===== src/rtl/iram_access_sequencer_if.sv =====
// -----------------------------------------------------------------------------
// iram_access_sequencer_if
//   Program-loader handshake bundle between the board-level loader and the
//   instruction-RAM access sequencer.
//
//   Signals:
//     load_req    loader -> sequencer  request a new load (ld_base sampled too)
//     ld_base     loader -> sequencer  first iram address of the load
//     ld_valid    loader -> sequencer  ld_data/ld_last valid this cycle
//     ld_ready    sequencer -> loader  sequencer accepts a word this cycle
//     ld_data     loader -> sequencer  instruction word
//     ld_last     loader -> sequencer  final word of the load (with ld_valid)
//     ld_csum_exp loader -> sequencer  expected load checksum
//                                      (only with IRAM_LOAD_CHECKSUM_EN)
//
//   Modports: master = loader side, slave = sequencer side.
// -----------------------------------------------------------------------------
interface iram_access_sequencer_if #(
    parameter int ADDR_W = 9,
    parameter int DATA_W = 16
);
    logic              load_req;
    logic [ADDR_W-1:0] ld_base;
    logic              ld_valid;
    logic              ld_ready;
    logic [DATA_W-1:0] ld_data;
    logic              ld_last;
`ifdef IRAM_LOAD_CHECKSUM_EN
    logic [DATA_W-1:0] ld_csum_exp;
`endif

    modport master (
        output load_req,
        output ld_base,
        output ld_valid,
        input  ld_ready,
        output ld_data,
        output ld_last
`ifdef IRAM_LOAD_CHECKSUM_EN
        ,
        output ld_csum_exp
`endif
    );

    modport slave (
        input  load_req,
        input  ld_base,
        input  ld_valid,
        output ld_ready,
        input  ld_data,
        input  ld_last
`ifdef IRAM_LOAD_CHECKSUM_EN
        ,
        input  ld_csum_exp
`endif
    );
endinterface


===== src/rtl/iram_access_sequencer.sv =====
// -----------------------------------------------------------------------------
// iram_access_sequencer
//   Owns the single instruction-RAM port and time-shares it between the
//   external program loader (LOAD) and core instruction fetch (RUN).
//   Bring-up: stream a program into iram, then release the core with
//   core_start and mux the core pc onto the iram address.
//
//   Optional feature macro: IRAM_LOAD_CHECKSUM_EN
//     Adds ld_csum_exp (in the loader interface) and the sticky csum_err
//     output. A mismatching load checksum blocks run_req in IDLE.
//
//   Ports:
//     clock         system clock, rising edge
//     rst_n         synchronous active-low reset
//     ld            loader handshake (slave modport)
//     run_req       release the core (IDLE only)
//     halt_req      stop the core (RUN only) -> DRAIN -> IDLE
//     pc_in         core program counter, low ADDR_W bits address iram
//     core_read_en  core fetch enable
//     core_start    core runs while high
//     iram_addr     registered iram address
//     iram_write    registered iram write strobe
//     iram_read     registered iram read strobe
//     iram_wdata    registered iram write data
//     state         IDLE=0, LOAD=1, RUN=2, DRAIN=3
//     load_count    words written in current/last load (saturates at DEPTH)
//     overflow_err  sticky: load ran into the top of iram without ld_last
//     csum_err      sticky checksum mismatch (IRAM_LOAD_CHECKSUM_EN only)
// -----------------------------------------------------------------------------
module iram_access_sequencer #(
    parameter int ADDR_W = 9,
    parameter int DATA_W = 16,
    parameter int DEPTH  = 512   // must satisfy DEPTH <= 2**ADDR_W
) (
    input  logic                  clock,
    input  logic                  rst_n,
    iram_access_sequencer_if.slave ld,
    input  logic                  run_req,
    input  logic                  halt_req,
    input  logic [15:0]           pc_in,
    input  logic                  core_read_en,
    output logic                  core_start,
    output logic [ADDR_W-1:0]     iram_addr,
    output logic                  iram_write,
    output logic                  iram_read,
    output logic [DATA_W-1:0]     iram_wdata,
    output logic [1:0]            state,
    output logic [ADDR_W:0]       load_count,
    output logic                  overflow_err
`ifdef IRAM_LOAD_CHECKSUM_EN
    ,
    output logic                  csum_err
`endif
);

    typedef enum logic [1:0] {
        S_IDLE  = 2'd0,
        S_LOAD  = 2'd1,
        S_RUN   = 2'd2,
        S_DRAIN = 2'd3
    } state_t;

    localparam logic [ADDR_W-1:0] LAST_ADDR = ADDR_W'(DEPTH - 1);
    localparam logic [ADDR_W:0]   COUNT_MAX = (ADDR_W + 1)'(DEPTH);

    state_t            cur_state;
    logic [ADDR_W-1:0] ptr;
    logic              accept;

    // pc_in is wider than the iram address; the upper bits are don't-care.
    logic unused_pc_hi;
    assign unused_pc_hi = ^pc_in[15:ADDR_W];

    function automatic logic [ADDR_W:0] sat_inc(input logic [ADDR_W:0] c);
        return (c >= COUNT_MAX) ? COUNT_MAX : c + 1'b1;
    endfunction

    // ld_ready is a pure decode of the state register, so it drops on the
    // same edge that leaves LOAD and no beat beyond ld_last/overflow is taken.
    assign ld.ld_ready = (cur_state == S_LOAD);
    assign accept      = (cur_state == S_LOAD) && ld.ld_valid;
    assign state       = cur_state;

`ifdef IRAM_LOAD_CHECKSUM_EN
    logic [DATA_W-1:0] csum_sum;
    logic [DATA_W-1:0] csum_next;
    logic              run_allowed;
    assign csum_next   = csum_sum + ld.ld_data;
    assign run_allowed = !csum_err;
`else
    logic run_allowed;
    assign run_allowed = 1'b1;
`endif

    always_ff @(posedge clock) begin
        if (!rst_n) begin
            cur_state    <= S_IDLE;
            ptr          <= '0;
            core_start   <= 1'b0;
            iram_addr    <= '0;
            iram_write   <= 1'b0;
            iram_read    <= 1'b0;
            iram_wdata   <= '0;
            load_count   <= '0;
            overflow_err <= 1'b0;
`ifdef IRAM_LOAD_CHECKSUM_EN
            csum_sum     <= '0;
            csum_err     <= 1'b0;
`endif
        end else begin
            // Strobes are single-cycle unless re-armed below.
            iram_write <= 1'b0;
            iram_read  <= 1'b0;

            case (cur_state)
                S_IDLE: begin
                    core_start <= 1'b0;
                    if (ld.load_req) begin
                        cur_state    <= S_LOAD;
                        ptr          <= ld.ld_base;
                        load_count   <= '0;
                        overflow_err <= 1'b0;
`ifdef IRAM_LOAD_CHECKSUM_EN
                        csum_sum     <= '0;
                        csum_err     <= 1'b0;
`endif
                    end else if (run_req && run_allowed) begin
                        cur_state  <= S_RUN;
                        core_start <= 1'b1;
                    end
                end

                S_LOAD: begin
                    core_start <= 1'b0;
                    if (accept) begin
                        // Write lands one cycle after acceptance; the state
                        // leaves LOAD on the same edge for the final beat.
                        iram_write <= 1'b1;
                        iram_addr  <= ptr;
                        iram_wdata <= ld.ld_data;
                        load_count <= sat_inc(load_count);
                        if (ptr != LAST_ADDR) begin
                            ptr <= ptr + 1'b1;
                        end
`ifdef IRAM_LOAD_CHECKSUM_EN
                        csum_sum <= csum_next;
                        if (ld.ld_last && (csum_next != ld.ld_csum_exp)) begin
                            csum_err <= 1'b1;
                        end
`endif
                        if (ld.ld_last) begin
                            cur_state <= S_IDLE;
                        end else if (ptr == LAST_ADDR) begin
                            overflow_err <= 1'b1;
                            cur_state    <= S_IDLE;
                        end
                    end
                end

                S_RUN: begin
                    if (halt_req) begin
                        // Address holds so the in-flight read finishes in DRAIN.
                        cur_state  <= S_DRAIN;
                        core_start <= 1'b0;
                    end else begin
                        core_start <= 1'b1;
                        iram_addr  <= pc_in[ADDR_W-1:0];
                        iram_read  <= core_read_en;
                    end
                end

                S_DRAIN: begin
                    core_start <= 1'b0;
                    cur_state  <= S_IDLE;
                end

                default: begin
                    core_start <= 1'b0;
                    cur_state  <= S_IDLE;
                end
            endcase
        end
    end

endmodule

===== src/flat_wrapper.sv =====
// flat-port wrapper written by rule: the top's interface ports become plain ports
module iram_access_sequencer_flat 
#(
    parameter int ADDR_W = 9,
    parameter int DATA_W = 16,
    parameter int DEPTH  = 512                                     
)
  (clock, rst_n, run_req, halt_req, pc_in, core_read_en, core_start, iram_addr, iram_write, iram_read, iram_wdata, state, load_count, overflow_err, ld_load_req, ld_ld_base, ld_ld_valid, ld_ld_ready, ld_ld_data, ld_ld_last);
  iram_access_sequencer_if #(.ADDR_W(ADDR_W), .DATA_W(DATA_W)) ld_i ();
  input  logic clock;
  input  logic rst_n;
  input  logic run_req;
  input  logic halt_req;
  input  logic [15:0] pc_in;
  input  logic core_read_en;
  output logic core_start;
  output logic [ADDR_W-1:0] iram_addr;
  output logic iram_write;
  output logic iram_read;
  output logic [DATA_W-1:0] iram_wdata;
  output logic [1:0] state;
  output logic [ADDR_W:0] load_count;
  output logic overflow_err;
  input wire logic [$bits(ld_i.load_req)-1:0] ld_load_req;
  input wire logic [$bits(ld_i.ld_base)-1:0] ld_ld_base;
  input wire logic [$bits(ld_i.ld_valid)-1:0] ld_ld_valid;
  output wire logic [$bits(ld_i.ld_ready)-1:0] ld_ld_ready;
  input wire logic [$bits(ld_i.ld_data)-1:0] ld_ld_data;
  input wire logic [$bits(ld_i.ld_last)-1:0] ld_ld_last;
  assign ld_i.load_req = ld_load_req;
  assign ld_i.ld_base = ld_ld_base;
  assign ld_i.ld_valid = ld_ld_valid;
  assign ld_ld_ready = ld_i.ld_ready;
  assign ld_i.ld_data = ld_ld_data;
  assign ld_i.ld_last = ld_ld_last;
  iram_access_sequencer #(.ADDR_W(ADDR_W), .DATA_W(DATA_W), .DEPTH(DEPTH)) u_core (.clock(clock), .rst_n(rst_n), .ld(ld_i), .run_req(run_req), .halt_req(halt_req), .pc_in(pc_in), .core_read_en(core_read_en), .core_start(core_start), .iram_addr(iram_addr), .iram_write(iram_write), .iram_read(iram_read), .iram_wdata(iram_wdata), .state(state), .load_count(load_count), .overflow_err(overflow_err));
endmodule

===== config.mk =====
export PLATFORM = sky130hd
export DESIGN_NAME = iram_access_sequencer_flat
export DESIGN_NICKNAME = d
export VERILOG_FILES = /design/src/rtl/iram_access_sequencer_if.sv /design/src/rtl/iram_access_sequencer.sv /design/src/flat_wrapper.sv
export SDC_FILE = /design/constraint.sdc
export NUM_CORES = 1
export LEC_CHECK = 0
export CORE_ASPECT_RATIO = 0.75
export CORE_MARGIN = 1
export CORE_UTILIZATION = 44
export CTS_CLUSTER_SIZE = 30
export DETAILED_ROUTE_END_ITERATION = 8
export PLACE_DENSITY = 0.87
export SYNTH_ARGS = -nofsm -noshare
export SYNTH_HDL_FRONTEND = slang
export SYNTH_SLANG_ARGS = --single-unit

===== constraint.sdc =====
create_clock -name clock -period 2.15 [get_ports clock]
set_clock_uncertainty 0.05 [all_clocks]
set_input_delay 0.43 -clock clock [delete_from_list [all_inputs] [get_ports clock]]
set_output_delay 0.43 -clock clock [all_outputs]
set_load 0.02 [all_outputs]

==> flow_summary.rst, run 1 <==
.. list-table::
   :header-rows: 1

   * - Metric
     - Value
   * - First-pass GRT wire length
     - ~9400 µm
   * - Cells after Synth
     - about 280
   * - Hold WS
     - approximately 0.4 ns
   * - Least-Margin Pin Slew
     - 0.7382 ns
   * - Number of buffers added for setup after CTS
     - 0
   * - Post-synth ARST share
     - 0%
   * - Number of H-tree levels
     - 2
   * - Post-synthesis cell area
     - around 0.0024 mm²
   * - Via count of the first global-routing pass
     - around 2.1k
   * - Leakage power summed over all cells
     - ~1.3 nW
   * - Largest fanout on the critical path
     - 10
   * - Core occupancy in the finished layout
     - 64.42%
   * - Post-CTS clock slew at the launch and capture registers of the worst setup and hold paths
     - about 0.090 ns
   * - Max-capacitance violation count
     - 0
   * - Post-synthesis sequential area ratio
     - 41.11%
   * - Post-cts hold buffer count
     - 0
   * - WL per Instance
     - around 13 µm
   * - Status
     - completed
   * - Crit end category
     - output port
   * - Total wire length
     - ~5800 µm
   * - Share of cells above drive strength 1
     - approximately 8%
   * - Arrival time of the worst setup path
     - roughly 1.5 ns
   * - Inserted Clock Buffers
     - 5
   * - Core Rows
     - 23
   * - Period Utilization, post-route
     - 92.88%
   * - Syn_area_per_cell
     - roughly 8.8 µm²
   * - Initial antenna violation count
     - 0
   * - Count of flip-flops with a built-in enable after synthesis
     - 0
   * - Power per standard cell area
     - approximately 610 mW/mm²
   * - Sum of net half-perimeters after detailed placement
     - 4212 µm
   * - Clk Latency, worst-skew pair
     - around 0.30 ns
   * - Type of the worst setup path
     - reg -> out
   * - Number of library cell types mapped by synthesis
     - between 40 and 50
   * - Final setup TNS
     - 0 ns
   * - Pin count of the biggest net entering global routing
     - 48
   * - Crit path launch type
     - register
   * - Remaining global-route overflow
     - 0
   * - Starting Density
     - 45.73%
   * - I/O pin count
     - 91
   * - Number of optimization iterations in the first detailed-route pass
     - 4
   * - Minimum clock period
     - 1.997 ns
   * - Largest vdd supply drop
     - 0.2615 mV
   * - Tot Pwr
     - approximately 0.0021 W
   * - Primary FF master, synth
     - dfxtp_1
   * - Overall via count from detail_route
     - approximately 2.3k
   * - Post-cts repair resize count
     - 1
   * - Timing-limited maximum frequency
     - ~500 MHz
   * - Synth warnings
     - 0
   * - Diodes inserted
     - 0
   * - Required time at the endpoint of the critical path
     - ~1.7 ns
   * - CTS root buf
     - clkbuf_8
   * - Die Wd
     - 87.90 µm
   * - Buffers on Ports
     - 83
   * - Drt first-iter violations
     - between 100 and 150
   * - Number of setup violations in the final report
     - 0
   * - RD Place Congestion
     - around 0.80
   * - Slew HR
     - between 50% and 60%
   * - Unrepaired setup endpoints after global routing
     - false
   * - Vias per cell
     - around 5.2
   * - Clock tree from TritonCTS
     - built
   * - Clk sink count
     - 50
   * - Full die area
     - between 0.005 and 0.006 mm²
   * - Final-stage net count
     - between 400 and 500
   * - Hold violation count in the final report
     - 0
   * - Synthesized net count
     - 331
   * - Die Y
     - ~66 µm
   * - Layout fillers
     - 453
   * - Synthesis-to-layout area growth
     - 40.85%
   * - Core outline area
     - approximately 0.0053 mm²
   * - Longest Clk Path Bufs
     - 2
   * - Post-detailed-route DRC marker count
     - 0
   * - Flop and latch count out of synthesis
     - 50
   * - Count of nets left with antenna violations after detail routing
     - 0
   * - Final Max Tran Viols
     - 0
   * - Aggregate global-route resource usage
     - between 20% and 30%
   * - Class of the tightest hold or removal check
     - reg -> reg
-- cells in the final DEF, fill, tap and decap left out, types with 4 or more instances in the layout --
cell / synthesis / layout
mux2i_1: 8 / 8
nand2_1: 58 / 58
xnor2_1: 7 / 7
inv_1: 6 / 6
clkdlybuf4s50_1: 0 / 83
dfxtp_1: 50 / 49
ha_1: 4 / 4
o211a_1: 13 / 13
a21oi_1: 9 / 9
nor3_1: 5 / 5
and3_1: 4 / 4
o211ai_1: 5 / 5
nor2_1: 20 / 20
a21boi_1: 10 / 10
nand3_1: 12 / 12
clkbuf_8: 0 / 6
a21boi_0: 7 / 7
o21ai_0: 8 / 8
buf_4: 2 / 8
-- Yosys cell counts, types with 2 or more instances --
cell type	number	area [µm²]
nor3_1	5	25.02
nand4_1	2	12.51
o211ai_1	5	37.54
a21boi_1	10	75.07
mux2i_1	8	80.08
o22ai_1	2	12.51
nand3b_1	2	15.01
nand2b_1	3	18.77
and2_1	2	12.51
and3_1	4	25.02
xnor2_1	7	61.31
dfxtp_1	50	1001
buf_6	4	45.04
o21ai_0	8	40.04
nand2_1	58	217.7
nand3_1	12	60.06
nor2b_1	3	18.77
o211a_1	13	130.1
a21boi_0	7	52.55
buf_4	2	15.01
buf_2	4	20.02
nor2_1	20	75.07
nor4_2	2	25.02
ha_1	4	50.05
clkbuf_1	6	22.52
inv_1	6	22.52
nor3b_1	2	15.01
a21oi_1	9	45.04
-- sequential cells by signal (all words and copies together) (netlist names) --
| signal | count |
|---|---|
| u_core.iram_wdata | 16 |
| u_core.load_count | 10 |
| u_core.iram_addr | 9 |
| u_core.ptr | 9 |
| u_core.state | 2 |
| u_core.core_start | 1 |
| u_core.iram_read | 1 |
| u_core.iram_write | 1 |
| u_core.overflow_err | 1 |
-- where the power goes --
group	total, W	internal, W	switching [W]	leakage [nW]
Clock	0.000563	0.000260	0.000302	0.0482
Combinational	0.000494	0.000255	0.000239	0.880
Sequential	0.00104	0.000985	0.0000557	0.408
-- cell families (layout without fill, tap and decap cells) --
family                     count (synthesis)  count (layout)  synth area share (%)
and+or+nand+nor                          123             123                 25.49
AOI/OAI and AO/OA                         61              61                 18.86
DFF                                       50              50                 41.11
buffers and inverters                     23             107                 5.292
muxes                                     10              10                 4.676
xor gates and xnor gates                   7               7                 2.518
adders and majority gates                  4               4                 2.056
-- critical path: stages (launching register included) --
cell	delay, ns
dfxtp_2	0.48
nand2b_4	0.08
inv_2	0.06
clkdlybuf4s50_1	0.59
-- routing by layer --
metal,GRT usage (%),wire [µm],vias to the layer above
li1,-,-,1129
met1,25.80,2605,1033
met2,34.59,2628,98
met3,6.117,493,8
met4,7.992,71,0
met5,0,0,-
-- final timing paths --
path | from | to | slack (ns) | cells after the start
worst min register to register | u_core.iram_wdata[8]$_SDFFE_PN0P_ | u_core.iram_wdata[8]$_SDFFE_PN0P_ | 0.41 | 2
worst max register to register | u_core.ptr[0]$_SDFFE_PN0P_ | u_core.ptr[5]$_SDFFE_PN0P_ | 0.16 | 9
worst max-delay path | u_core.state[0]$_SDFFE_PN0P_ | ld_ld_ready | 0.15 | 3
worst min-delay path | u_core.iram_wdata[8]$_SDFFE_PN0P_ | u_core.iram_wdata[8]$_SDFFE_PN0P_ | 0.41 | 2
-- layout make-up --
type | instances | area [µm²] | area share (%)
Multi-Input combinational cell | 205 | 1305 | 38.05
Sequential cell | 50 | 1002 | 29.22
Timing Repair Buffer | 92 | 910.9 | 26.56
Tap cell | 75 | 93.84 | 2.736
Clock buffer | 7 | 86.33 | 2.517
Inverter | 7 | 26.28 | 0.7661
Clock inverter | 1 | 5.005 | 0.1459
-- metrics by stage --
step	instance area [µm²]	setup slack (ns)	cells
global route	3430	0.005143	437
global placement	3337	0.08977	429
floorplan	2435	0.3066	278
detailed placement	3337	0.04299	429
CTS	3430	0.1447	437
finish	3430	0.1532	437
Note: power is estimated with default switching activity, not from simulation.
==> run 2: changes to the inputs <==
Settings changed: TNS_END_PERCENT set to 50.
Clock period 2.15 ns to 2.1 ns, I/O delays scaled along.
==> run 2 against run 1 <==
Against the previous run: first-iteration DRC count shrank 27%; die area unchanged; via count shrank 0.18%; routed wire length is 2.7% higher; sequential power about the same; global-route usage is 0.22 points higher; cell area rose by 1.9%; count of clock-buffer cells in the layout is the same; combinational power grew 7.7%.
==> flow_summary.rst, run 2 (synthesis gave the netlist of run 1 again) <==
.. list-table::
   :header-rows: 1

   * - Metric
     - Value
   * - Status
     - completed
   * - WL per Instance
     - approximately 14 µm
   * - Slew HR
     - between 40% and 50%
   * - Max-capacitance violation count
     - 0
   * - Final setup TNS
     - 0 ns
   * - CTS root buf
     - clkbuf_8
   * - Depth of the most critical reg-to-reg path
     - 9
   * - Diodes inserted
     - 0
   * - Internal
     - 0.001640 W
   * - Share of cells above drive strength 1
     - about a tenth
   * - Full die area
     - 0.005838 mm²
   * - Number of optimization iterations in the first detailed-route pass
     - 4
   * - Timing-limited maximum frequency
     - between 500 and 600 MHz
   * - Arrival time of the worst setup path
     - ~1.5 ns
   * - Top flop regs
     - u_core.iram_wdata (16), u_core.load_count (10)
   * - Final Max Tran Viols
     - 0
   * - Drt first-iter violations
     - 90
   * - Tot Pwr
     - around 0.0022 W
   * - Class of the tightest hold or removal check
     - reg -> reg
   * - PnR worst setup slack
     - between 0.1 and 0.15 ns
   * - Most used cells in the layout excluding fill and tap cells
     - 83 x clkdlybuf4s50_1, 58 x nand2_1, 47 x dfxtp_1, 20 x nor2_1, 13 x o211a_1
   * - Number of setup violations in the final report
     - 0
   * - Die Y
     - 66.42 µm
   * - Clock tree from TritonCTS
     - built
   * - Register with the highest flop count
     - u_core.iram_wdata
   * - Leakage power summed over all cells
     - 1.361 nW
   * - Number of H-tree levels
     - 2
   * - Buffers on Ports
     - 83
   * - Count of nets left with antenna violations after detail routing
     - 0
   * - Post-CTS clock slew at the launch and capture registers of the worst setup and hold paths
     - 0.08 ns
   * - Aggregate global-route resource usage
     - roughly a fifth
   * - Longest Clk Path Bufs
     - 2
   * - Pin count of the biggest net entering global routing
     - 48
   * - Synthesis-to-layout area growth
     - 43.47%
   * - Inserted Clock Buffers
     - 5
   * - Layout fillers
     - between 400 and 500
   * - Starting Density
     - a little under half
   * - Net Sw Frac
     - 27.11%
   * - Hold violation count in the final report
     - 0
   * - CP cell instances
     - nand2b_4 -> inv_2 -> clkdlybuf4s50_1
   * - Clk sink count
     - 50
   * - Relative contribution of sequential cells to total power
     - a little under half
   * - Crit end category
     - output port
   * - I/O pin count
     - 91
   * - RD Place Congestion
     - 0.8125
   * - P_sw
     - between 0.0006 and 0.0007 W
   * - Minimum clock period
     - approximately 2.0 ns
   * - Least-Margin Pin Slew
     - 0.7646 ns
   * - Vias per cell
     - 5.134
   * - Type of the worst setup path
     - reg -> out
   * - Largest fanout on the critical path
     - 6
   * - Clock share of power
     - between 20% and 30%
   * - Initial antenna violation count
     - 0
   * - Sum of net half-perimeters after detailed placement
     - 4200 µm
   * - Core outline area
     - approximately 0.0053 mm²
   * - Slowest cell on the critical path
     - clkdlybuf4s50_1
   * - Power share of the combinational group
     - about a quarter
   * - Largest vdd supply drop
     - just under 0.4 mV
   * - First-pass GRT wire length
     - 9439 µm
   * - Total wire length
     - ~6000 µm
   * - Hold Path Stages
     - 2
   * - Most common cell after layout, fill and taps aside
     - clkdlybuf4s50_1
   * - Maximum cell stage delay along the critical path
     - roughly 0.6 ns
   * - Remaining global-route overflow
     - 0
   * - Crit path launch type
     - register
   * - Period Utilization, post-route
     - 93.95%
   * - Clk Latency, worst-skew pair
     - about 0.30 ns
   * - Minimum setup slack after placement
     - approximately 0.035 ns
   * - Die Wd
     - 87.90 µm
   * - Core occupancy in the finished layout
     - 65.62%
   * - Required time at the endpoint of the critical path
     - approximately 1.6 ns
   * - Power per standard cell area
     - approximately 640 mW/mm²
   * - Via count of the first global-routing pass
     - between 2k and 2.5k
   * - Final-stage net count
     - ~420
   * - Cell family with most CP delay
     - buffers and inverters
   * - Post-cts hold buffer count
     - 0
   * - Core Rows
     - 23
   * - Number of buffer and inverter instances along the worst setup path
     - 2
   * - Overall via count from detail_route
     - between 2k and 2.5k
   * - Largest register FFs
     - 16
   * - Post-detailed-route DRC marker count
     - 0
   * - Number of gates on the worst path with buffers counted
     - 3
   * - Unrepaired setup endpoints after global routing
     - false
## run 2: cell types whose count changed in the layout (fill, tap and decap cells not counted), sizes merged
| cell | previous run | this run |
|---|---|---|
| clkinv | 1 | 0 |
| bufinv | 0 | 1 |
| buf | 9 | 13 |
## run 2: worst paths after layout
check                                startpoint                                 end  slack [ns]
max                u_core.state[1]$_SDFFE_PN0P_                         ld_ld_ready        0.13
min          u_core.iram_wdata[13]$_SDFFE_PN0P_  u_core.iram_wdata[13]$_SDFFE_PN0P_        0.41
max reg2reg          u_core.ptr[0]$_SDFFE_PN0P_          u_core.ptr[5]$_SDFFE_PN0P_        0.20
min reg2reg  u_core.iram_wdata[13]$_SDFFE_PN0P_  u_core.iram_wdata[13]$_SDFFE_PN0P_        0.41
## run 2: layout make-up
type / instances / area [µm²] / share of cell area [%]
Multi-Input combinational cell: 205 / 1311 / 37.54
Tap cell: 75 / 93.84 / 2.686
Timing Repair Buffer: 96 / 950.9 / 27.22
Inverter: 7 / 26.28 / 0.7521
Clock buffer: 7 / 76.32 / 2.185
Clock inverter: 1 / 30.03 / 0.8596
Sequential cell: 50 / 1005 / 28.76
## run 2: stage by stage
| stage | std cells | instance area, µm² | hold slack [ns] |
|---|---|---|---|
| 2_1_floorplan | 278 | 2435 | 0.4240 |
| 3_3_place_gp | 430 | 3357 | 0.3900 |
| 3_5_place_dp | 430 | 3357 | 0.3949 |
| 4_1_cts | 438 | 3463 | 0.4072 |
| 5_1_grt | 441 | 3493 | 0.4313 |
| 6_report | 441 | 3493 | 0.4052 |
## run 2: tightest hold or removal path, stage by stage, from the launching register on
cell	delay [ns]
dfxtp_1	0.32
nand2_1	0.05
a21boi_1	0.05
## run 2: what timing repair did
item,in CTS,in global routing
buffers inserted,0,2
setup endpoints to repair,0,4
gates resized for setup,0,6
## run 2: metal layers
metal	GRT usage, %	wire, µm
met1	27.05	2727
met2	35.27	2750
met3	4.994	408
met4	6.762	66
met5	0	0
## run 2: power groups by stage
| stage | registers, W | logic [W] | clock network (W) |
|---|---|---|---|
| floorplan | 0.00112 | 0.000251 | 0 |
| global placement | 0.00108 | 0.000508 | 0 |
| detailed placement | 0.00108 | 0.000518 | 0 |
| CTS | 0.00106 | 0.000522 | 0.000681 |
| global route | 0.00107 | 0.000573 | 0.000730 |
| finish | 0.00106 | 0.000532 | 0.000659 |
==> run 3: changes to the inputs <==
==> constraint.sdc (replaced) <==
create_clock -name clock -period 2.1 [get_ports clock]
set_clock_uncertainty 0.05 [all_clocks]
set_input_delay 0.315 -clock clock [delete_from_list [all_inputs] [get_ports clock]]
set_output_delay 0.315 -clock clock [all_outputs]
set_load 0.02 [all_outputs]
==> run 3 against run 2 <==
Against the previous run: count of clock-buffer cells in the layout down 1; first-iteration DRC count is 44% higher; critical path depth is 6 higher; maximum frequency down 1.7%; sequential cell count unchanged; via count up 0.84%; core utilization decreased by 0.38 points; die area stayed put; total power about the same; hold slack about the same.
==> flow_summary.rst, run 3 (synthesis gave the netlist of run 1 again) <==
.. list-table::
   :header-rows: 1

   * - Metric
     - Value
   * - Post-CTS clock slew at the launch and capture registers of the worst setup and hold paths
     - approximately 0.09 ns
   * - Vias per cell
     - between 5 and 6
   * - I/O pin count
     - 91
   * - Inserted Clock Buffers
     - 5
   * - CTS root buf
     - clkbuf_8
   * - Share of cells above drive strength 1
     - approximately a tenth
   * - Initial antenna violation count
     - 0
   * - Maximum cell stage delay along the critical path
     - around 0.37 ns
   * - Required time at the endpoint of the critical path
     - 2.25 ns
   * - Internal
     - approximately 0.0016 W
   * - Net Sw Frac
     - 27.47%
   * - Cell Count Post-Placement
     - around 430
   * - Aggregate global-route resource usage
     - between 20% and 30%
   * - Clock tree from TritonCTS
     - built
   * - Number of setup violations in the final report
     - 0
   * - Post-detailed-route DRC marker count
     - 0
   * - Post-cts hold buffer count
     - 0
   * - Reg-to-reg setup timing slack
     - between 0.09 and 0.1 ns
   * - Most frequent cell on the critical path
     - ha_2
   * - CP cell instances
     - ha_2 -> nand3_1 -> nor2_1 -> ha_2 -> nand3b_1 -> a21oi_2 -> clkdlybuf4s15_2 -> a21oi_1 -> and3b_1
   * - Remaining global-route overflow
     - 0
   * - Core outline area
     - 0.005324 mm²
   * - Final Max Tran Viols
     - 0
   * - Core occupancy in the finished layout
     - about 65%
   * - Timing-limited maximum frequency
     - between 400 and 500 MHz
   * - Pin count of the biggest net entering global routing
     - 48
   * - Max-capacitance violation count
     - 0
   * - Largest vdd supply drop
     - 0.4315 mV
   * - Leakage power summed over all cells
     - about 1.3 nW
   * - Crit end category
     - register
   * - Clock share of power
     - slightly below 30%
   * - Sum of net half-perimeters after detailed placement
     - between 4000 and 5000 µm
   * - Class of the tightest hold or removal check
     - reg -> reg
   * - Status
     - completed
   * - Least-Margin Pin Slew
     - roughly 0.69 ns
   * - Drt first-iter violations
     - 130
   * - Full die area
     - between 0.005 and 0.006 mm²
   * - Relative contribution of sequential cells to total power
     - between 40% and 50%
   * - Power share of the combinational group
     - 23.2%
   * - Crit path launch type
     - register
   * - Synthesis-to-layout area growth
     - 42.65%
   * - Slew HR
     - approximately 54%
   * - Die Wd
     - about 88 µm
   * - Core Rows
     - 23
   * - Count of nets left with antenna violations after detail routing
     - 0
   * - Hold WS
     - 0.4056 ns
   * - First-pass GRT wire length
     - between 9000 and 10000 µm
   * - Slowest cell on the critical path
     - dfxtp_2
   * - Final cell count without fillers
     - about 440
   * - Overall via count from detail_route
     - roughly 2.3k
   * - Finished layout cell area
     - between 0.003 and 0.004 mm²
   * - Clk Latency, worst-skew pair
     - approximately 0.30 ns
   * - Placement-stage cell area
     - about 0.0033 mm²
   * - Largest register FFs
     - 16
   * - Arrival time of the worst setup path
     - 2.15 ns
   * - Number of H-tree levels
     - 2
   * - Top flop regs
     - u_core.iram_wdata (16), u_core.load_count (10)
   * - PnR worst setup slack
     - between 0.09 and 0.1 ns
   * - Longest Clk Path Bufs
     - 2
   * - Most common cell after layout, fill and taps aside
     - clkdlybuf4s50_1
   * - Register with the highest flop count
     - u_core.iram_wdata
   * - WL per Instance
     - around 14 µm
   * - Total wire length
     - 6062 µm
   * - Buffers on Ports
     - 83
   * - Minimum setup slack after placement
     - ~0.13 ns
   * - Clk sink count
     - 50
   * - Final-stage net count
     - slightly above 400
   * - Power per standard cell area
     - approximately 650 mW/mm²
   * - Most used cells in the layout excluding fill and tap cells
     - 83 x clkdlybuf4s50_1, 58 x nand2_1, 47 x dfxtp_1, 20 x nor2_1, 13 x o211a_1
   * - Via count of the first global-routing pass
     - approximately 2.1k
   * - Minimum clock period
     - ~2 ns
   * - Diodes inserted
     - 0
   * - RD Place Congestion
     - roughly 0.8
   * - Period Utilization, post-route
     - ~96%
   * - Type of the worst setup path
     - reg -> reg
   * - Largest fanout on the critical path
     - 5
   * - Starting Density
     - 45.73%
   * - Number of optimization iterations in the first detailed-route pass
     - 4
   * - P_sw
     - around 0.00062 W
   * - Die Y
     - about 66 µm
   * - Hold violation count in the final report
     - 0
## run 3: cell types whose count changed in the layout (fill, tap and decap cells not counted), sizes merged
cell / change
clkinvlp: +1
buf: -4
clkdlybuf4s15: +1
clkbuf: -1
## run 3: stage by stage
| step | power (W) | setup TNS, ns |
|---|---|---|
| floorplan | 0.001369 | 0 |
| global placement | 0.001578 | 0 |
| detailed placement | 0.001593 | 0 |
| CTS | 0.002266 | 0 |
| global route | 0.002358 | -0.01575 |
| finish | 0.002248 | 0 |
## run 3: cell type report
| cell class | count | area, µm² |
|---|---|---|
| fill | 450 | 1851 |
| multi-input combinational | 205 | 1314 |
| sequential | 50 | 1007 |
| timing repair buffer | 93 | 922.1 |
| tap | 75 | 93.84 |
| clock buffer | 6 | 72.57 |
| clock inverter | 2 | 37.54 |
| inverter | 7 | 26.28 |
## run 3: what timing repair did
action	4_1_cts	5_1_grt
setup buffers	0	0
endpoints found under the hold margin	0	0
gates resized for setup	0	7
setup endpoints to repair	0	7
## run 3: routing by layer
layer | vias to the layer above | part of all wire, % | global-route usage [%]
li1 | 1126 | - | -
met1 | 1067 | 44 | 24.20
met2 | 84 | 47 | 37.50
met3 | 6 | 7.8 | 5.743
met4 | 0 | 0.84 | 6.762
met5 | - | 0 | 0
## run 3: worst paths after layout
path,startpoint,to,depth (start not counted)
max,u_core.ptr[1]$_SDFFE_PN0P_,u_core.ptr[5]$_SDFFE_PN0P_,9
min reg2reg,u_core.iram_wdata[8]$_SDFFE_PN0P_,u_core.iram_wdata[8]$_SDFFE_PN0P_,2
min,u_core.iram_wdata[8]$_SDFFE_PN0P_,u_core.iram_wdata[8]$_SDFFE_PN0P_,2
max reg2reg,u_core.ptr[1]$_SDFFE_PN0P_,u_core.ptr[5]$_SDFFE_PN0P_,9
## run 3: power groups by stage
stage	Combinational, W	Sequential, W	Clock [W]
floorplan	0.000251	0.00112	0
CTS	0.000517	0.00106	0.000692
global placement	0.000502	0.00108	0
detailed placement	0.000515	0.00108	0
finish	0.000523	0.00106	0.000665
global route	0.000564	0.00107	0.000726
## run 3: worst max-delay path: cells and delay by family (launching register included)
family | cells | cell delay (ns)
AND/OR/NAND/NOR | 4 | 0.58
AO/OA/AOI/OAI | 2 | 0.23
flip-flops | 1 | 0.37
buffers and inverters | 1 | 0.26
adder cells (fa/ha/maj) | 2 | 0.42
==> RTL change 1 (config.mk and constraints of run 1) <==
`DATA_W` is set to 16 in 3 places; all go to 32.
--- a/src/rtl/iram_access_sequencer_if.sv
+++ b/src/rtl/iram_access_sequencer_if.sv
@@ -18,5 +18,5 @@
 interface iram_access_sequencer_if #(
     parameter int ADDR_W = 9,
-    parameter int DATA_W = 16
+    parameter int DATA_W = 32
 );
     logic              load_req;
--- a/src/rtl/iram_access_sequencer.sv
+++ b/src/rtl/iram_access_sequencer.sv
@@ -30,5 +30,5 @@
 module iram_access_sequencer #(
     parameter int ADDR_W = 9,
-    parameter int DATA_W = 16,
+    parameter int DATA_W = 32,
     parameter int DEPTH  = 512   // must satisfy DEPTH <= 2**ADDR_W
 ) (
--- a/src/flat_wrapper.sv
+++ b/src/flat_wrapper.sv
@@ -3,5 +3,5 @@
 #(
     parameter int ADDR_W = 9,
-    parameter int DATA_W = 16,
+    parameter int DATA_W = 32,
     parameter int DEPTH  = 512                                     
 )
Interface: changed (resized iram_wdata and ld_ld_data); port bits go from 91 to 123. The function was not compared with the original's and may differ.
==> RTL change 1 against run 1 <==
  * Die area rose by 16%
  * Sequential cell count up 16
  * Power up 45%
  * Area after synthesis increased by 17%
  * Worst setup slack worse by 0.052 ns
  * Final area grew 27%
  * Wire length up 30%
  * Non-clock buffer count increased by 41
  * Critical endpoint is now state[1]
  * Critical path type unchanged
==> RTL change 1: results (changes against run 1) <==
Outcome
  • Outcome: complete, no violations

Logic synthesis
  • Post-synthesis xor/xnor area fraction: 0.0246 (-0.000543)
  • Sequential fraction of the synthesis area: 0.465 (+0.0535)
  • Multiplexer share of the synthesized area: 0.0427 (-0.00409)
  • Post-synthesis adder-cell area fraction: 0.0176 (-0.00296)
  • Compound-Gate Fraction of Synth Area: 0.165 (-0.0241)
  • Count of cell types in the netlist: 43 (-6.5%)
  • Synth Instances: 342 (+23%)
  • Synth top cells by count: nand2_1 (78), dfxtp_1 (66), a21oi_1 (42)
  • Synth area leaders: dfxtp_1 (46%), nand2_1 (10%), a21oi_1 (7.4%)

Worst setup path
  • R2R Path Start: u_core.ptr[1]
  • Worst Path Max Fanout: 20 (+10)
  • CP Data Arrival Time: 1.57 ns (+0.05 ns)
  • Slowest stage delay, CP: 0.65 ns (+0.06 ns)
  • Critical path origin: u_core.state[1]

Drt
  • Pre-antenna DRT Iters: 4 (unchanged)
  • WL final: 7530 um (+30%)
  • Mean number of vias per cell: 5.12 (-1.3%)
  • Drt initial violations: 173 (+41%)

Final layout
  • Area Overhead vs Synth: 52.7%
  • Buffer share of cell area: 0.302 (+0.0363)
  • Multi-input combinational area share: 0.317 (-0.0630)
  • Reg area: 0.00132 mm2 (+32%)
  • Clk cell area share: 0.0478 (+0.0212)
  • Post-route non-filler standard cell count: 546 (+25%)
  • Sequential cells: 66 (+32%)
  • Ratio of cells with drive above 1 in the final layout: 0.0876 (+0.00750)
  • Fill count: 483 (+6.6%)
  • Layout clock buffers: 10 (+3)
  • Buffers, non-clock: 133 (+45%)
  • Biggest regs: u_core.iram_wdata x32, u_core.load_count x10
  • Multi-input comb cells: 247 (+20%)

CTS
  • H-tree levels: 3 (+1)
  • TritonCTS Buffers: 9 (+4)
  • Worst-path clk slew: 0.07 ns (-0.02 ns)
  • Clock latency on the worst-skew pair: 0.34 ns (+0.04 ns)

Power and ir drop
  • VDD IR max: 0.000472 V (+80%)
  • Clock Power Share: 0.363 (+0.095)
  • Seq. pwr: 1.34 mW (+29%)
  • Sw Pwr: 801 uW (+34%)
  • P_leak: 1.53 nW (+15%)

Place
  • Setup WS pre-CTS: 0.0299 ns (-0.0131 ns)
  • GP Congestion: 0.836 (+4.1%)
  • Port Buffers: 115 (+39%)
  • Placed Instance Area: 0.00410 mm2 (+23%)
  • Placed insts: 526 (+23%)
  • HPWL Detailed: 5290 um (+26%)

Global routing
  • Total Routing Usage GR: 0.232 (+0.0216)
  • Vias in the first global route: 2,625 (+25%)
  • First-pass GRT wire length: 12,200 um (+30%)
  • Pin count of the biggest net entering global routing: 52 (+8.3%)

Worst hold path
  • Hold Crit Start: u_core.iram_wdata[31]

STA
  • Slew @ Worst Pin: 0.691 ns (-0.0471 ns)
RTL change 1: cell types whose count changed after synthesis, moves of 10 or more:
cell / run 1 / this run
a211oi_1: 0 / 11
o211a_1: 13 / 1
dfxtp_1: 50 / 66
a21oi_1: 9 / 42
nor2_1: 20 / 31
a21boi_1: 10 / 0
nand2_1: 58 / 78
RTL change 1: worst paths after layout:
| check | end | slack, ns | cells after the start |
|---|---|---|---|
| max | state[1] | 0.10 | 2 |
| min | u_core.iram_wdata[31] | 0.40 | 2 |
| max reg2reg | u_core.ptr[0] | 0.20 | 8 |
| min reg2reg | u_core.iram_wdata[31] | 0.40 | 2 |
RTL change 1: routing by layer:
metal | up-vias | part of all wire | routed length, um | global-route usage
met4 | 0 | 0.011 | 81 | 0.0606
met3 | 7 | 0.079 | 598 | 0.0977
met2 | 95 | 0.46 | 3500 | 0.367
met1 | 1291 | 0.45 | 3350 | 0.291
met5 | - | 0 | 0 | 0
li1 | 1405 | - | - | -
==> RTL change 2 (flow settings as in run 1) <==
Made on the original files. Reset style: asynchronous (`rst_n`), changed in one clocked block. Comments in the files are not updated.
--- a/src/rtl/iram_access_sequencer.sv
+++ b/src/rtl/iram_access_sequencer.sv
@@ -93,5 +93,5 @@
 `endif
 
-    always_ff @(posedge clock) begin
+    always_ff @(posedge clock or negedge rst_n) begin
         if (!rst_n) begin
             cur_state    <= S_IDLE;
Function: differs if rst_n is asserted again (counterexample within 4 cycles, from zero or initial values and one cycle with rst_n low); with rst_n held inactive, the same outputs for 10 cycles.
==> RTL change 2 against run 1 <==
  * Critical endpoint is now u_core.ptr[0]
  * Final cell count fell by 11%
  * Wire length fell by 1.3%
  * Final area rose by 2.7%
  * Area after synthesis fell by 1.4%
  * Critical path type is now reg -> reg
  * Worst setup slack got worse by 0.093 ns
  * Largest cell class is now flip-flops and latches
  * Sequential cell count did not move
Power is not compared: it rests on default switching activity, and its combinational part moved more than twofold at a synthesized area within 25%.
==> RTL change 2: results (changes against run 1) <==
Final layout
  • Inverters excl. clock: 5 (-2)
  • Buffers, non-clock: 97 (+5.4%)
  • Multi-input comb cells: 155 (-24%)
  • Multi-input combinational area share: 0.313 (-0.0678)
  • Sequential cells: 50 (unchanged)
  • Final nets: 367 (-11%)
  • Layout clock buffers: 8 (+1)
  • Clk cell area share: 0.0313 (+0.00464)
  • Post-route non-filler standard cell count: 387 (-11%)
  • Buffer share of cell area: 0.269 (+0.00342)
  • Fill count: 393 (-13%)

STA
  • Slew @ Worst Pin: 0.622 ns (-0.116 ns)
  • Highest clock rate: 0.478 GHz (-4.5%)
  • Min Hold Slack: 0.0812 ns (-0.324 ns)

Logic synthesis
  • Synth async-reset ratio: 1.00 (+1.00)
  • Synth top cells by count: dfrtp_1 (50), nand2_1 (24), o21ai_0 (20)
  • Post-Syn Nets: 271 (-18%)
  • Sequential fraction of the synthesis area: 0.521 (+0.110)
  • Compound-Gate Fraction of Synth Area: 0.118 (-0.0703)
  • Synth Instances: 218 (-22%)
  • Count of cell types in the netlist: 47 (+2.2%)
  • Multiplexer share of the synthesized area: 0.126 (+0.0793)
  • Synth area leaders: dfrtp_1 (52%), mux2_2 (7.5%), mux2i_1 (4.2%)
  • Post-Synthesis Cell Area: 0.00240 mm2 (-1.4%)

Worst setup path
  • Slowest stage delay, CP: 0.41 ns (-0.18 ns)
  • CP max-delay cell: dfrtp_1
  • CP Data Arrival Time: 2.27 ns (+0.75 ns)
  • Worst Path Max Fanout: 3 (-7)
  • Reg2reg end: u_core.ptr[0]
  • CP endpoint kind: flip-flop
  • R2r setup slk: 0.06 ns (-0.10 ns)
  • Worst reg2reg path depth: 10 (+1)
  • R2R Path Start: u_core.ptr[0]
  • Family with the most delay on the worst path: simple AND/OR/NAND/NOR gates

Global routing
  • Total Routing Usage GR: 0.208 (-0.00227)
  • First-pass GRT wire length: 9200 um (-2.0%)
  • Pin count of the biggest net entering global routing: 27 (-44%)

Place
  • Placed Instance Area: 0.00337 mm2 (+0.97%)
  • GP Congestion: 0.812 (+1.2%)
  • Setup WS pre-CTS: 0.0531 ns (+0.0101 ns)
  • Placed insts: 376 (-12%)
  • HPWL Detailed: 4120 um (-2.3%)

Drt
  • DRT met1 WL: 2580 um (-0.81%)
  • WL met2: 2710 um (+2.9%)
  • DR WL met3: 350 um (-29%)
  • Pre-antenna DRT Iters: 5 (+1)

Worst hold path
  • Worst Hold Class: in -> async

Outcome
  • Outcome: complete, no violations
[RTL change 2: cell types whose count changed after synthesis, moves of 5 or more]
cell             run 1  this run
o211ai_1             5         0
nand2_1             58        24
mux2_2               1        16
dfxtp_1             50         0
a21boi_1            10         0
dfrtp_1              0        50
a21boi_0             7         0
o21ai_0              8        20
nand3_1             12         6
o211a_1             13         0
[RTL change 2: per-layer routing]
layer,up-vias,global-route usage
li1,967,-
met1,985,0.260
met2,83,0.358
met3,10,0.0599
met4,0,0.0410
met5,-,0
[RTL change 2: power groups by stage]
stage          Clock (mW)  Sequential [mW]  Combinational, mW
6_report            0.631             1.62               2.54
5_1_grt             0.696             1.67               2.74
4_1_cts             0.642             1.61               2.46
3_5_place_dp            0             1.62               2.45
3_3_place_gp            0             1.59               2.39
2_1_floorplan           0             1.95               1.08
